[src/rtl/fetch_queue.sv]
// fetch_queue: owns the fetch PC, requests instruction pairs from a 2-wide ROM and queues them for dual-issue decode.
// Define FETCH_QUEUE_PERF_EN to add the perf_* counter ports.
module fetch_queue #(
  parameter int DEPTH      = 8,
  parameter int ADDR_W     = 10,
  parameter int RESET_WORD = 0
) (
  input  logic              clk,
  input  logic              rst_n,
  output logic [ADDR_W-1:0] rom_addr,
  input  logic [31:0]       rom_instr1,
  input  logic [31:0]       rom_instr2,
  input  logic              redirect_valid,
  input  logic [31:0]       redirect_pc,
  output logic              out_valid1,
  output logic [31:0]       out_instr1,
  output logic [31:0]       out_pc1,
  output logic              out_valid2,
  output logic [31:0]       out_instr2,
  output logic [31:0]       out_pc2,
  input  logic              dec_ready1,
  input  logic              dec_ready2
`ifdef FETCH_QUEUE_PERF_EN
  ,
  output logic [31:0]       perf_fetch_pairs,
  output logic [31:0]       perf_stall_cycles,
  output logic [31:0]       perf_redirects
`endif
);
  localparam int PTR_W = $clog2(DEPTH);
  localparam int CNT_W = $clog2(DEPTH + 1);
  localparam logic [31:0] NOP = 32'h0000_0013;

  logic [ADDR_W-1:0] fetch_pc_q, fetch_pc_d;
  logic [ADDR_W-1:0] req_pc_q, req_pc_d;
  logic              req_q, req_d;
  logic [PTR_W-1:0]  head_q, head_d, tail_q, tail_d;
  logic [CNT_W-1:0]  count_q, count_d;

  logic [31:0]       instr_mem [DEPTH];
  logic [ADDR_W-1:0] pc_mem    [DEPTH];

  logic             credit_ok, issue, capture, take1, take2;
  logic [1:0]       n_take;
  logic [PTR_W-1:0] head_p1, tail_p1;
  logic             unused_pc_bits;

  assign unused_pc_bits = ^{redirect_pc[31:ADDR_W+2], redirect_pc[1:0]};

  // Four free entries cover the pair already in flight plus the one issued now.
  assign credit_ok = count_q <= CNT_W'(DEPTH - 4);
  assign issue     = credit_ok & ~redirect_valid;
  assign capture   = req_q & ~redirect_valid;

  assign head_p1  = head_q + PTR_W'(1);
  assign tail_p1  = tail_q + PTR_W'(1);
  assign rom_addr = fetch_pc_q;

  assign out_valid1 = (count_q != '0) & ~redirect_valid;
  assign out_valid2 = (count_q > CNT_W'(1)) & ~redirect_valid;
  assign out_instr1 = out_valid1 ? instr_mem[head_q]  : NOP;
  assign out_instr2 = out_valid2 ? instr_mem[head_p1] : NOP;
  assign out_pc1    = out_valid1 ? {{(30-ADDR_W){1'b0}}, pc_mem[head_q], 2'b00}  : '0;
  assign out_pc2    = out_valid2 ? {{(30-ADDR_W){1'b0}}, pc_mem[head_p1], 2'b00} : '0;

  assign take1  = out_valid1 & dec_ready1;
  assign take2  = take1 & out_valid2 & dec_ready2;
  assign n_take = {1'b0, take1} + {1'b0, take2};

  always_comb begin
    fetch_pc_d = fetch_pc_q;
    req_d      = 1'b0;
    req_pc_d   = req_pc_q;
    head_d     = head_q;
    tail_d     = tail_q;
    count_d    = count_q;
    if (redirect_valid) begin
      fetch_pc_d = redirect_pc[ADDR_W+1:2];
      head_d     = '0;
      tail_d     = '0;
      count_d    = '0;
    end else begin
      if (issue) begin
        req_d      = 1'b1;
        req_pc_d   = fetch_pc_q;
        fetch_pc_d = fetch_pc_q + ADDR_W'(2);
      end
      if (capture) tail_d = tail_q + PTR_W'(2);
      head_d  = head_q + PTR_W'(n_take);
      count_d = count_q + (capture ? CNT_W'(2) : CNT_W'(0)) - CNT_W'(n_take);
    end
  end

  always_ff @(posedge clk or negedge rst_n) begin
    if (!rst_n) begin
      fetch_pc_q <= ADDR_W'(RESET_WORD);
      req_q      <= 1'b0;
      req_pc_q   <= '0;
      head_q     <= '0;
      tail_q     <= '0;
      count_q    <= '0;
    end else begin
      fetch_pc_q <= fetch_pc_d;
      req_q      <= req_d;
      req_pc_q   <= req_pc_d;
      head_q     <= head_d;
      tail_q     <= tail_d;
      count_q    <= count_d;
    end
  end

  // Entry storage needs no reset: nothing is visible until count covers it.
  always_ff @(posedge clk) begin
    if (capture) begin
      instr_mem[tail_q]  <= rom_instr1;
      instr_mem[tail_p1] <= rom_instr2;
      pc_mem[tail_q]     <= req_pc_q;
      pc_mem[tail_p1]    <= req_pc_q + ADDR_W'(1);
    end
  end

`ifdef FETCH_QUEUE_PERF_EN
  logic [31:0] perf_pairs_q, perf_stall_q, perf_redir_q;

  always_ff @(posedge clk or negedge rst_n) begin
    if (!rst_n) begin
      perf_pairs_q <= '0;
      perf_stall_q <= '0;
      perf_redir_q <= '0;
    end else begin
      if (capture && perf_pairs_q != '1) perf_pairs_q <= perf_pairs_q + 32'd1;
      if (!redirect_valid && !credit_ok && perf_stall_q != '1) perf_stall_q <= perf_stall_q + 32'd1;
      if (redirect_valid && perf_redir_q != '1) perf_redir_q <= perf_redir_q + 32'd1;
    end
  end

  assign perf_fetch_pairs  = perf_pairs_q;
  assign perf_stall_cycles = perf_stall_q;
  assign perf_redirects    = perf_redir_q;
`endif

endmodule

[config.mk]
export PLATFORM = sky130hd
export DESIGN_NAME = fetch_queue
export DESIGN_NICKNAME = d
export VERILOG_FILES = /design/src/rtl/fetch_queue.sv
export SDC_FILE = /design/constraint.sdc
export NUM_CORES = 1
export LEC_CHECK = 0
export CAP_MARGIN = 20
export CORE_MARGIN = 2
export CORE_UTILIZATION = 51
export CTS_BUF_LIST = sky130_fd_sc_hd__clkbuf_4 sky130_fd_sc_hd__clkbuf_8 sky130_fd_sc_hd__clkbuf_16
export DETAILED_ROUTE_END_ITERATION = 8
export GPL_ROUTABILITY_DRIVEN = 0
export PLACE_DENSITY = 0.77
export SLEW_MARGIN = 5
export SYNTH_ARGS = -nofsm -noshare
export SYNTH_HDL_FRONTEND = slang
export SYNTH_SLANG_ARGS = --single-unit
[constraint.sdc]
create_clock -name clk -period 2.65 [get_ports clk]
set_input_delay 0.6625 -clock clk [delete_from_list [all_inputs] [get_ports clk]]
set_output_delay 0.6625 -clock clk [all_outputs]
set_load 0.01 [all_outputs]
; Word level (Yosys, flattened, before mapping)
; Memory sizes are Yosys's and may differ from the RTL's.
; Index checks and enable logic that the tools add are counted.
[word_totals]
input_bits = 101
ramBits = 336
reg_bits = 31
n_memories = 2
word_cells = 46
out_inout_bits = 140
[mem_list]
columns = memory, words, word_bits, read_ports, rd_ports_with_merged_regs, wr, line
row1 = instr_mem, 8, 32, 2, 0, 2, 40  ; logic [31:0] instr_mem [DEPTH];
row2 = pc_mem, 8, 10, 2, 0, 2, 41  ; logic [ADDR_W-1:0] pc_mem [DEPTH];
[op_classes]
bitwise = 8
n_reduce_logical = 4
order_cmp = 2
add_sub_neg = 9
mux = 15
[ops]
columns = cell, count
row1 = $mux W32, 2
row2 = $mux W12, 2
row3 = $mux W10, 2
row4 = $add A10 B1 Y10 const B, 1
row5 = $add A10 B2 Y10 const B, 1
row6 = $mux W3, 3
row7 = $and A1 B1 Y1, 7
row8 = $add A3 B1 Y3 const B, 2
row9 = $add A4 B2 Y4, 1
row10 = $gt A4 B1 Y1 const B, 1
row11 = $le A4 B3 Y1 const B, 1
row12 = $mux W1, 4
row13 = $mux W4, 1
row14 = $reduce_bool A2 Y1, 2
row15 = $reduce_bool A4 Y1, 1
row16 = $sub A4 B2 Y4, 1
row17 = $add A3 B2 Y3, 1
row18 = $add A3 B2 Y3 const B, 1
row19 = $add A1 B1 Y2, 1
row20 = $mux W2, 1
row21 = $reduce_and A2 Y1, 1
row22 = $not A1 Y1, 1

; Logic depth before layout (Yosys ltp)
[logic_depth]
depth_word = 8
ltp_mapped = 16
depth_no_buf = 15

; Worst setup path after synthesis
; No wires, ideal clock.
[synth_timing]
path_type = in2reg
startpoint = input port redirect_valid
endpoint = register count_q[3]
required_ns = 2.518
setup_ns = 0.132
t_arrival_ns = 2.716
setup_slack_ns = -0.198
stages = 13
path_buffers = 2
path_cell_list = buf_2 > or2_1 > clkbuf_1 > inv_1 > and2_1 > ha_1 > xnor2_1 > ha_1 > ha_1 > inv_1 > fa_1 > xnor2_1 > nor2_1
[synth_between]
elab_chain_cells = 8
word_cells_on_any_way = 12
classes_between = add/sub (3) / mux (2) / bitwise (7)
[synth_rtl]
columns = item, line
row1 = from (decl), 13  ; input logic redirect_valid,
row2 = $not A1 Y1 (no line) (*), --
row3 = $and A1 B1 Y1 (*), 59  ; assign out_valid1 = (count_q != '0) & ~redirect_valid;
row4 = via out_valid1, 15  ; output logic out_valid1,
row5 = $and A1 B1 Y1 (*), 66  ; assign take1 = out_valid1 & dec_ready1;
row6 = $and A1 B1 Y1 (2 in series), 67  ; assign take2 = take1 & out_valid2 & dec_ready2;
row7 = $add A1 B1 Y2 (*), 68  ; assign n_take = {1'b0, take1} + {1'b0, take2};
row8 = $sub A4 B2 Y4 (*), 90  ; count_d = count_q + (capture ? CNT_W'(2) : CNT_W'(0)) - CNT_W'(n_take);
row9 = $mux W4 (*), 77  ; if (redirect_valid) begin
row10 = via count_d[3], 38  ; logic [CNT_W-1:0] count_q, count_d;
row11 = to (signal assigned), 108  ; count_q <= count_d;
row12 = to (decl), 38
; Mark *: on every way through the listed nets, which the timed path passes. The rest lies on a longest branch.
; A chain may end at the register's enable or synchronous reset.

; Worst setup path in the final report
[layout_timing]
startpoint = register head_q[0]
endpoint = output port out_instr2[3]
[layout_between]
elab_chain_cells = 3
[layout_rtl]
columns = item, line
row1 = from (decl), 37  ; logic [PTR_W-1:0] head_q, head_d, tail_q, tail_d;
row2 = from (signal assigned), 99  ; head_q <= '0;
row3 = from (signal assigned), 106  ; head_q <= head_d;
row4 = $add A3 B1 Y3, 55  ; assign head_p1 = head_q + PTR_W'(1);
row5 = $mem_v2 Z8 W32, --
row6 = $mux W32, 62  ; assign out_instr2 = out_valid2 ? instr_mem[head_p1] : NOP;
row7 = to (decl), 19  ; output logic [31:0] out_instr2,
; Every way passes these cells.

==> flow_metrics.py <==
metrics = {
    "cells_and_area": {
        "finish.instance_area_um2": 25200,
        "fin_util_pct": 65.6,
        "final_nets": 1663,
        "final_common_cell": "edfxtp_1",
        "multiInputGateArea_um2": 8380,
        "fillers": 2647,
        "syn_to_final_growth_pct": 27.6,
        "num_antenna_cells": 0,
        "regArea_um2": 10900,
        "layout_common_cells": "edfxtp_1 (336), mux4_2 (168), mux2_2 (136), buf_4 (117), clkdlybuf4s50_1 (88)",
        "drive_gt1_share_pct": 50.1,
    },
    "floorplan": {
        "die_area_um2": 40300,
        "core-area_um2": 38500,
        "io_pins": 241,
        "start_util_pct": 51.4,
        "num_rows": 72,
        "die_x_um": 201,
        "die_y_um": 201,
    },
    "timing": {
        "slew_viol_final": 0,
        "worstMarginPinSlew_ns": 0.511,
        "clock_skew_ns": 0.0227,
        "period_needed_ns": 3.21,
        "worst_slack_ns": -0.561,
        "hold_viol": 0,
        "holdWs_ns": 0.508,
        "max_freq_mhz": 311,
        "setup_viol": 86,
        "fin_crit_sh_pct": 121,
        "max_slew_margin_pct": 66.0,
        "rsz0062_at_grt": "true",
        "finalSetupTns_ns": -36.10,
    },
    "place": {
        "hpwl_um": 29800,
        "port_buffers": 174,
        "dp_slack_ns": -0.573,
        "place_area_um2": 22700,
    },
    "synthesis": {
        "synth_compound_area_share_pct": 1.32,
        "avgSynthCellArea_um2": 15.4,
        "synthDistinctLibCells": 37,
        "synthSimpleGateAreaFrac_pct": 4.42,
        "synth_fa_ha_area_share_pct": 1.18,
        "synth_xor_xnor_area_share_pct": 2.26,
        "syn-instance-count": 1287,
        "synth-seq-area-share_pct": 54.8,
        "synth-seq-cells": 366,
        "yosys_warnings": 0,
        "synth_top_family_by_area": "multiplexers",
        "synth_edf_count": 336,
        "ys.flop_type": "edfxtp_1",
        "async_flop_share_pct": 8.20,
        "synthMuxAreaShare_pct": 29.8,
        "netlist_area_um2": 19800,
    },
    "critical_path": {
        "cp-start-kind": "flip-flop",
        "reg2reg_depth": 16,
        "r2r_end": "count_q[3]",
        "slowest_stage": "dfrtp_4",
        "cp_common_cell": "buf_12",
        "slowest_delay_ns": 0.52,
        "rr_startpoint": "count_q[2]",
        "critPathArrivalTime_ns": 2.55,
        "reg2reg_slack_ns": -0.09,
        "crit_type": "flip-flop to output port",
        "cp_cell_sequence": "ha_4 > buf_12 > buf_12 > mux4_2 > nand2_2 > a21oi_2 > buf_2",
        "crit_path_max_fanout": 8,
        "crit_path_end_kind": "output port",
        "required_ns": 1.99,
    },
    "power_and_ir_drop": {
        "irDropWorstVdd_uv": 614,
        "cellLeakagePower_nw": 8.87,
        "powerDensity_nw_per_um2": 896,
    },
    "grt": {
        "grt_pass1_vias": 12700,
        "antenna_found_initial": 2,
        "grt_usage_pct": 24.7,
        "grt_overflow": 0,
        "grt_max_degree": 44,
        "grt_pass1_wl_um": 75700,
    },
    "routing": {
        "antenna_left": 0,
        "drt-total-wl_um": 50400,
        "wl_met1_um": 19300,
        "viasPerCell": 5.84,
        "drt-initial-drc-count": 1044,
        "dr.pass1.iters": 5,
        "drc": 0,
        "top_layer": "met5",
        "wire_per_inst_um": 24.1,
        "wl_met2_um": 26500,
        "vias": 12200,
        "met3_length_um": 3250,
    },
    "min_path": {
        "hold_class": "input pin to async pin",
    },
    "clocking": {
        "path_clk_slew_ns": 0.07,
        "cts_tree": "built",
        "clock_sink_count": 366,
        "cts_max_path_buffers": 3,
        "cts_made_buffers": 39,
        "root_buffer": "clkbuf_16",
        "htree_levels": 2,
        "clk_latency_ns": 0.54,
    },
    "outcome": {
        "violations": "negative setup slack",
        "status": "complete, but fails checks",
    },
    "run": {
        "maxCapViolCount": 0,
    },
}
-- what timing repair did --
action / in CTS / in global routing
resized for setup: 452 / 104
pin swaps: 70 / 46
hold buffers: 0 / 0
setup buffers: 47 / 31
endpoints found under the setup margin: 88 / 86
cloned: 19 / 1
hold endpoints to repair: 0 / 0
-- where the power goes --
group	switching [mW]	internal [mW]	leakage, nW
clock	2.24	2.94	0.595
combinational	4.34	5.38	4.87
sequential	0.533	7.15	3.41
total	7.12	15.5	8.87
-- cell type report --
class / instances / share of cell area (%)
well taps: 518 / 2.57
clock inverters: 25 / 0.739
multi-input cells: 733 / 33.2
flip-flops and latches: 366 / 43.0
repair buffers: 390 / 16.2
inverters: 14 / 0.253
clock buffers: 43 / 3.99
-- stage by stage --
stage	std cells	total power [mW]
final	2089	22.6
after global routing	2089	23.5
after CTS	2073	22.4
after detailed placement	1941	15.5
after global placement	1941	15.3
after floorplan	1330	12.8
-- metal layers --
layer	vias up	track usage, %
met5	-	0
met4	4	8.89
met3	88	4.03
met2	536	42.9
met1	6255	31.6
li1	5312	-
-- worst max path at each step --
stage,slack [ns],depth (start not counted),endpoint,start
5_1_grt,-0.61,7,out_instr2[3],head_q[0]
2_1_floorplan,-0.04,12,count_q[2],redirect_valid
3_5_place_dp,-0.57,13,count_q[3],redirect_valid
4_1_cts,-0.62,8,out_instr2[6],head_q[0]
6_report,-0.56,7,out_instr2[3],head_q[0]
3_3_place_gp,-0.51,13,count_q[3],redirect_valid
-- critical path: cells and delay by family (launching register included) --
| family | cells | cell delay [ns] |
|---|---|---|
| flops | 1 | 0.52 |
| mux | 1 | 0.50 |
| buf+inv | 3 | 0.47 |
| fa+ha+maj | 1 | 0.35 |
| simple gates | 1 | 0.09 |
| compound gates | 1 | 0.06 |
-- cell usage after synthesis (4+ instances only) --
master | number | area [µm²]
mux4_2 | 168 | 3780
dfrtp_1 | 30 | 751
edfxtp_1 | 336 | 10100
buf_2 | 31 | 155
o21ai_0 | 5 | 25.0
nand3_1 | 7 | 35.0
mux2i_1 | 44 | 440
nand2_1 | 106 | 398
buf_6 | 5 | 56.3
ha_1 | 17 | 213
and2_1 | 4 | 25.0
inv_2 | 4 | 15.0
xor2_1 | 30 | 263
buf_1 | 6 | 22.5
and3_1 | 5 | 31.3
a21oi_1 | 41 | 205
xnor2_1 | 21 | 184
nor2_1 | 72 | 270
buf_4 | 70 | 526
mux2_2 | 136 | 1530
clkbuf_1 | 104 | 390
mux2_1 | 12 | 135
inv_1 | 10 | 37.5
-- kinds of logic (layout without fill, tap and decap cells) --
logic type | count (synthesis) | count (layout)
flip-flops | 366 | 366
multiplexers | 360 | 360
buffers and inverters | 231 | 472
AND/OR/NAND/NOR | 210 | 210
XOR/XNOR | 51 | 51
AO/OA/AOI/OAI | 50 | 50
adder cells (fa/ha/maj) | 18 | 18
other | 1 | 44
-- registers in the layout, indices dropped and copies added (netlist names) --
signal     cells
instr_mem    256
pc_mem        80
rom_addr      10
tail_q         2
req_q          1
count_q        4
head_q         3
req_pc_q      10
Power figures use the tool's default switching activity.
